**config.mk**
```make
export PLATFORM = sky130hd
export DESIGN_NAME = serial_subtractor_ctrl
export DESIGN_NICKNAME = d
export VERILOG_FILES = /design/src/rtl/sub_pkg.sv /design/src/rtl/Half_Subtractor.sv /design/src/rtl/full_sub_cell.sv /design/src/rtl/serial_subtractor_ctrl.sv
export SDC_FILE = /design/constraint.sdc
export NUM_CORES = 1
export LEC_CHECK = 0
export BUFFER_PORTS_ARGS = -buffer_cell sky130_fd_sc_hd__buf_2
export CAP_MARGIN = 10
export CORE_UTILIZATION = 45
export CTS_BUF_LIST = sky130_fd_sc_hd__clkbuf_16
export CTS_CLUSTER_SIZE = 16
export DETAILED_ROUTE_END_ITERATION = 10
export PLACE_DENSITY = 0.81
export SYNTH_ARGS = -nofsm -noshare
export SYNTH_HDL_FRONTEND = slang
export SYNTH_SLANG_ARGS = --single-unit
export TNS_END_PERCENT = 10
```
**constraint.sdc**
```tcl
create_clock -name clk -period 2.64 [get_ports clk]
set_input_delay 0 -clock clk [delete_from_list [all_inputs] [get_ports clk]]
set_output_delay 0 -clock clk [all_outputs]
set_load 0.05 [all_outputs]
```
**src/rtl/sub_pkg.sv**
```systemverilog
// Shared types and defaults for the bit-serial subtractor family.
package sub_pkg;

  localparam int unsigned SUB_WIDTH_DEF = 8;

  typedef enum logic [1:0] {
    IDLE = 2'd0,
    RUN  = 2'd1,
    DONE = 2'd2
  } sub_state_t;

endpackage

```
**src/rtl/Half_Subtractor.sv**
```systemverilog
// Half subtractor: d = x - y, b = borrow out.
module Half_Subtractor (
  input  logic x,
  input  logic y,
  output logic d,
  output logic b
);

  assign d = x ^ y;
  assign b = ~x & y;

endmodule

```
**src/rtl/full_sub_cell.sv**
```systemverilog
// Full subtractor built from two half subtractors and an OR of their borrows.
module full_sub_cell (
  input  logic x,
  input  logic y,
  input  logic bin,
  output logic d,
  output logic bout
);

  logic d1;
  logic b1;
  logic b2;

  Half_Subtractor u_hs0 (
    .x (x),
    .y (y),
    .d (d1),
    .b (b1)
  );

  Half_Subtractor u_hs1 (
    .x (d1),
    .y (bin),
    .d (d),
    .b (b2)
  );

  assign bout = b1 | b2;

endmodule

```
**src/rtl/serial_subtractor_ctrl.sv**
```systemverilog
// Bit-serial A - B, LSB first, one full-subtractor cell per cycle with a
// registered borrow; start/done handshake.
module serial_subtractor_ctrl
  import sub_pkg::*;
#(
  parameter int unsigned WIDTH = SUB_WIDTH_DEF
) (
  input  logic             clk,
  input  logic             rst,
  input  logic             start,
  input  logic [WIDTH-1:0] A,
  input  logic [WIDTH-1:0] B,
  output logic             busy,
  output logic             done,
  output logic [WIDTH-1:0] D,
  output logic             B_out
);

  localparam int unsigned CW = (WIDTH > 1) ? $clog2(WIDTH) : 1;

  sub_state_t       state;
  sub_state_t       state_n;
  logic [WIDTH-1:0] a_sh;
  logic [WIDTH-1:0] b_sh;
  logic [WIDTH-1:0] r_sh;
  logic [WIDTH-1:0] a_sh_n;
  logic [WIDTH-1:0] b_sh_n;
  logic [WIDTH-1:0] r_sh_n;
  logic [CW-1:0]    cnt;
  logic             br;
  logic             d_bit;
  logic             bout;
  logic             last_bit;

  full_sub_cell u_cell (
    .x    (a_sh[0]),
    .y    (b_sh[0]),
    .bin  (br),
    .d    (d_bit),
    .bout (bout)
  );

  assign last_bit = (cnt == CW'(WIDTH - 1));

  // Next state and shifted operand/result values
  always_comb begin
    state_n = state;
    r_sh_n  = r_sh >> 1;
    a_sh_n  = a_sh >> 1;
    b_sh_n  = b_sh >> 1;
    r_sh_n[WIDTH-1] = d_bit;
    case (state)
      IDLE:    if (start) state_n = RUN;
      RUN:     if (last_bit) state_n = DONE;
      DONE:    state_n = IDLE;
      default: state_n = IDLE;
    endcase
  end

  // State, handshake flags and datapath registers
  always_ff @(posedge clk) begin
    if (rst) begin
      state <= IDLE;
      busy  <= 1'b0;
      done  <= 1'b0;
      a_sh  <= '0;
      b_sh  <= '0;
      r_sh  <= '0;
      cnt   <= '0;
      br    <= 1'b0;
    end else begin
      state <= state_n;
      busy  <= (state_n == RUN);
      done  <= (state_n == DONE);
      case (state)
        IDLE: begin
          if (start) begin
            a_sh <= A;
            b_sh <= B;
            br   <= 1'b0;
            cnt  <= '0;
          end
        end
        RUN: begin
          r_sh <= r_sh_n;
          a_sh <= a_sh_n;
          b_sh <= b_sh_n;
          br   <= bout;
          cnt  <= cnt + CW'(1);
        end
        default: ;
      endcase
    end
  end

  assign D     = r_sh;
  assign B_out = br;

endmodule

```
### After elaboration in Yosys (flattened, before gate mapping)

Index checks and enable logic that the tools add are counted.

| word-level totals | value |
|---|---|
| register bits after elaboration | 32 |
| word-level logic and storage cells | 35 |
| bits of input ports | 19 |

| cells by class | value |
|---|---|
| bitwise gates (word level) | 7 |
| reduce and logical (&&, ||, !) cells | 3 |
| muxes and demuxes | 11 |
| equal/unequal tests | 5 |
| $add $sub $neg | 1 |

Operators with widths:

| cell | count |
|---|---|
| 8-bit one-hot mux with 2 select lines | 2 |
| 8-bit 2-to-1 mux | 2 |
| 3-bit one-hot mux with 2 select lines | 1 |
| 2-bit by 1-bit equality test with 1-bit output, second input constant | 2 |
| 2-bit 2-to-1 mux | 2 |
| 2-bit one-hot mux with 2 select lines | 1 |
| 3-bit by 1-bit adder with 3-bit output, second input constant | 1 |
| 3-bit equality test, second input constant | 1 |
| 3-bit 2-to-1 mux | 1 |
| 1-bit AND | 2 |
| 2-bit equality test, second input constant | 1 |
| 2-bit logical NOT | 1 |
| 2-bit inequality test, second input constant | 1 |
| 1-bit NOT | 2 |
| 1-bit one-hot mux with 2 select lines | 1 |
| 2-bit AND reduction | 1 |
| 2-bit nonzero test | 1 |
| 1-bit bitwise XOR | 2 |
| 1-bit 2-to-1 mux | 1 |
| 1-bit OR | 1 |

### Depth between registers and ports, before layout

| logic depth | value |
|---|---|
| depth after elaboration | 5 |
| mapped depth | 5 |
| mapped depth without buffers | 5 |

### Cells and area by module

A second synthesis with hierarchy kept.

| second synthesis, totals | value |
|---|---|
| cell total of the unflattened synthesis | 140 |
| area total of the unflattened synthesis | 1436.4 um^2 |

Modules (own cells, without submodules):

| module | sequential area each (um^2) | area each (um^2) | times used | cells an instance |
|---|---|---|---|---|
| serial_subtractor_ctrl | 640.6 | 1390.1 | 1 | 133 |
| Half_Subtractor | 0.0 | 20.0 | 2 | 3 |
| full_sub_cell | 0.0 | 6.3 | 1 | 1 |

### Worst setup path after synthesis

Ideal clock, no wire load.

| timing | value |
|---|---|
| kind | register to register |
| start point | reg br, in the netlist B_out |
| end point | reg r_sh[7], in the netlist D[7] |
| data required time | 2.569 ns |
| data arrival time | 1.429 ns |
| setup time | 0.071 ns |
| cell stages (with the launch flop) | 5 |
| clock period less this slack | 1.499 ns |
| path slack | 1.141 ns |
| cell sequence | dfxtp_1 > inv_1 > fa_1 > nand2_1 > a21oi_1 |

| between the ends | value |
|---|---|
| word-level cells in the longest chain between the ends | 1 |

RTL lines:

| what | RTL line | source |
|---|---|---|
| start, declared | serial_subtractor_ctrl.sv:30 | `logic br;` |
| start signal, assigned | serial_subtractor_ctrl.sv:88 | `br <= bout;` |
| 1-bit bitwise XOR | Half_Subtractor.sv:9 | `assign d = x ^ y;` |
| via d_bit | serial_subtractor_ctrl.sv:31 | `logic d_bit;` |
| end signal, assigned | serial_subtractor_ctrl.sv:85 | `r_sh <= r_sh_n;` |
| end, declared | serial_subtractor_ctrl.sv:25 | `logic [WIDTH-1:0] r_sh;` |

The timed path passes the listed nets, and every way through them passes these cells.
A chain may end at the register's enable or synchronous reset.

### Worst setup path in the final report

| timing | value |
|---|---|
| start point | reg state[1] |
| end point | reg b_sh[1] |

| between the ends | value |
|---|---|
| word-level cells in the longest chain between the ends | 3 |
| elaborated cells on any way between the ends | 6 |
| those cells by class | eq/ne (2); mux (1); reduce/logical (3) |

RTL lines:

| what | RTL line | source |
|---|---|---|
| start, declared | serial_subtractor_ctrl.sv:21 | `sub_state_t state;` |
| start signal, assigned | serial_subtractor_ctrl.sv:72 | `state <= state_n;` |
| 2-bit by 1-bit equality test with 1-bit output or 2-bit logical NOT (tied branches) | serial_subtractor_ctrl.sv:75 | `case (state)` |
| 2-bit nonzero test (no line) or 2-bit inequality test (tied branches) | -- |  |
| 2-bit AND reduction (no line) | -- |  |
| end signal, assigned | serial_subtractor_ctrl.sv:87 | `b_sh <= b_sh_n;` |
| end, declared | serial_subtractor_ctrl.sv:24 | `logic [WIDTH-1:0] b_sh;` |

Parallel ways exist; a longest one is shown, timed or not.

==> impl_metrics.yaml <==
outcome:
  run_status: "finished, final reports clean"
detailed_routing:
  wire_per_inst_um: 13.2
  ant_nets: 0
  finalWirelength_um: 2580
  dr_total_vias: 1043
  drc: 0
  via_per_inst: 5.35
  firstDrtPassIters: 4
  drt_iter0_markers: 29
layout:
  syn_to_final_growth_pct: 20.5
  fillCellCount: 267
  final_cell_area_sq_um: 1570
  fin_util_pct: 57.3
  drive_gt1_share_pct: 21.3
  diodes: 0
  nets: 186
logic_synthesis:
  synth.most_common_cell: "dfxtp_1"
  yosys_warnings: 0
  synth_common_cells: "32 x dfxtp_1, 20 x nor2_1, 16 x mux2i_1, 16 x nand2_1, 14 x a211oi_1"
  yosys.area_share.xor_xnor_pct: 0
  yosysTopAreaCell: "dfxtp_1"
  synth-edff-count: 0
  synth.area.mux_share_pct: 12.3
  synth_cells: 136
  synth.cell_area_sq_um: 1300
  yosysUniqueCellTypes: 20
  synth-simple-area-share_pct: 14.1
  syn_nets: 158
  seq_area_frac_synth_pct: 49.3
  synthAdderAreaFrac_pct: 3.47
  syn_avg_cell_area_sq_um: 9.55
  synth.top_cell.area_share_pct: 49.3
  synthFlopType: "dfxtp_1"
  synth.area.top_cells: "dfxtp_1 49%, mux2i_1 12%, a211oi_1 8.1%"
  synth_compound_area_share_pct: 14.7
  synth-async-reset-ratio_pct: 0
  synth_top_family_by_area: "compound AO/OA/AOI/OAI gates"
  ys_ff_latch: 32
die:
  die_area_sq_um: 3100
  ioPinCount: 30
  core_sq_um: 2730
  die_y_um: 55.7
  die_w_um: 55.7
  initial_core_util_pct: 47.5
  rows: 19
power:
  ir_drop_mv: 0.661
  p_leak_uw: 0.000694
  p_per_area_nw_per_um2: 740
placement:
  port_buffers: 29
  gp_congestion: 0.704
  hpwlAfterDp_um: 1780
  placed_cell_area_sq_um: 1420
setup_path:
  worstPathCellList: "nand2b_1 > mux2i_1 > a211oi_1"
  arrival_ns: 1.89
  crit_type: "register to register"
  cp_slowest_cell: "nand2b_1"
  worstPathMaxFanout: 14
  critPathBufInv: 0
  cpPeakStageDelay_ns: 0.71
  required_ns: 2.82
  crit_path_start_kind: "register"
  critPathTopFamily: "simple AND/OR/NAND/NOR gates"
  cp-end-kind: "register"
cts:
  post_cts_resized: 0
  clk_path_buf_depth: 2
  cts_buffers: 5
  cts_sinks: 32
  cts_tree: "done"
  cts.htree.levels: 2
  clock_latency_ns: 0.27
  clk_root_buffer_cell: "clkbuf_16"
  post_cts_buffers: 0
  clk_pin_slew_ns: 0.05
global_routing:
  grt_pass1_vias: 1012
  grt_pass1_wl_um: 4460
  globalRouteMet2Util_pct: 29.4
  overflow: 0
  met3_usage_pct: 7.44
  grt_usage_pct: 18.7
  antenna_found_initial: 0
  grt.busiest_layer: "met2"
  met1_usage_pct: 22.7
  grt_max_degree: 33
timing:
  max_slew_margin_pct: 42.7
  period_share_pct: 64.8
  drv_slew: 0
  final-hold-violation-count: 0
  fin_tns_setup_ns: 0
  whs_ns: 0.0126
  skew_ns: 0.00228
  timing.fmax_ghz: 0.585
  rsz0062_at_grt: "no"
  setup_violations: 0
  finalCriticalPeriod_ns: 1.71
  tightest_slew_ns: 0.859
run:
  cap_violations: 0
worst_hold_path:
  hp-class: "input port to register"
[where the power goes]
| part | total [uW] | switching, uW | internal [uW] |
|---|---|---|---|
| clock | 515 | 180 | 335 |
| combinational | 117 | 70.0 | 47.2 |
| sequential | 526 | 15.1 | 511 |
[path summary, 6_finish.rpt]
| path | endpoint | depth (start not counted) | from | slack [ns] |
|---|---|---|---|---|
| setup / recovery | b_sh[1] | 3 | state[1] | 0.93 |
| setup reg to reg | b_sh[1] | 3 | state[1] | 0.93 |
| hold / removal | b_sh[7] | 3 | B[7] | 0.01 |
| hold reg to reg | D[0] | 2 | D[0] | 0.46 |
[metrics by stage]
step / instances / setup slack [ns] / power, uW
after global placement: 187 / 1.09 / 642
after floorplan: 136 / 1.14 / 621
after global routing: 195 / 0.788 / 1210
final: 195 / 0.930 / 1160
after CTS: 195 / 0.930 / 1170
after detailed placement: 187 / 0.958 / 651
[tightest hold or removal path, delay by kind of cell]
kind	cells	cell delay (ns)
buffers and inverters	1	0.08
and+or+nand+nor	1	0.10
AOI/OAI and AO/OA	1	0.07
[state kept, by name, indices dropped and copies added, names as in the netlist]
signal	flops
cnt	3
state	2
a_sh	8
D	8
B_out	1
done	1
b_sh	8
busy	1
[cell type report]
class	instances	area, sq um	area share, %
sequential	32	641	40.9
inverter	3	11.3	0.719
clock buffer	5	125	7.99
tap	31	38.8	2.48
timing repair buffer	31	163	10.4
clock inverter	2	7.51	0.480
multi-input combinational	91	579	37.0
[cell families after synthesis]
family          after synthesis
compound gates               28
buf+inv                      13
mux                          16
simple gates                 44
flops                        32
fa+ha+maj                     3
[routing by layer]
metal / vias up / share of wire [%]
met1: 493 / 44
met5: - / 0
li1: 524 / -
met2: 22 / 49
met3: 4 / 5.9
met4: 0 / 1.6
[what timing repair did]
action,4_1_cts,5_1_grt
endpoints found under the setup margin,0,0
hold endpoints to repair,1,0
hold buffers,1,0
[placed cells by master, fill, tap and decap left out, types with 4 or more instances in the layout]
cell type / count
a211oi_1: 14
a21oi_1: 8
a22oi_1: 4
buf_2: 29
clkbuf_16: 5
dfxtp_1: 32
mux2i_1: 16
nand2_1: 16
nor2_1: 20
nor3_1: 4
(Power assumes the default switching activity.)
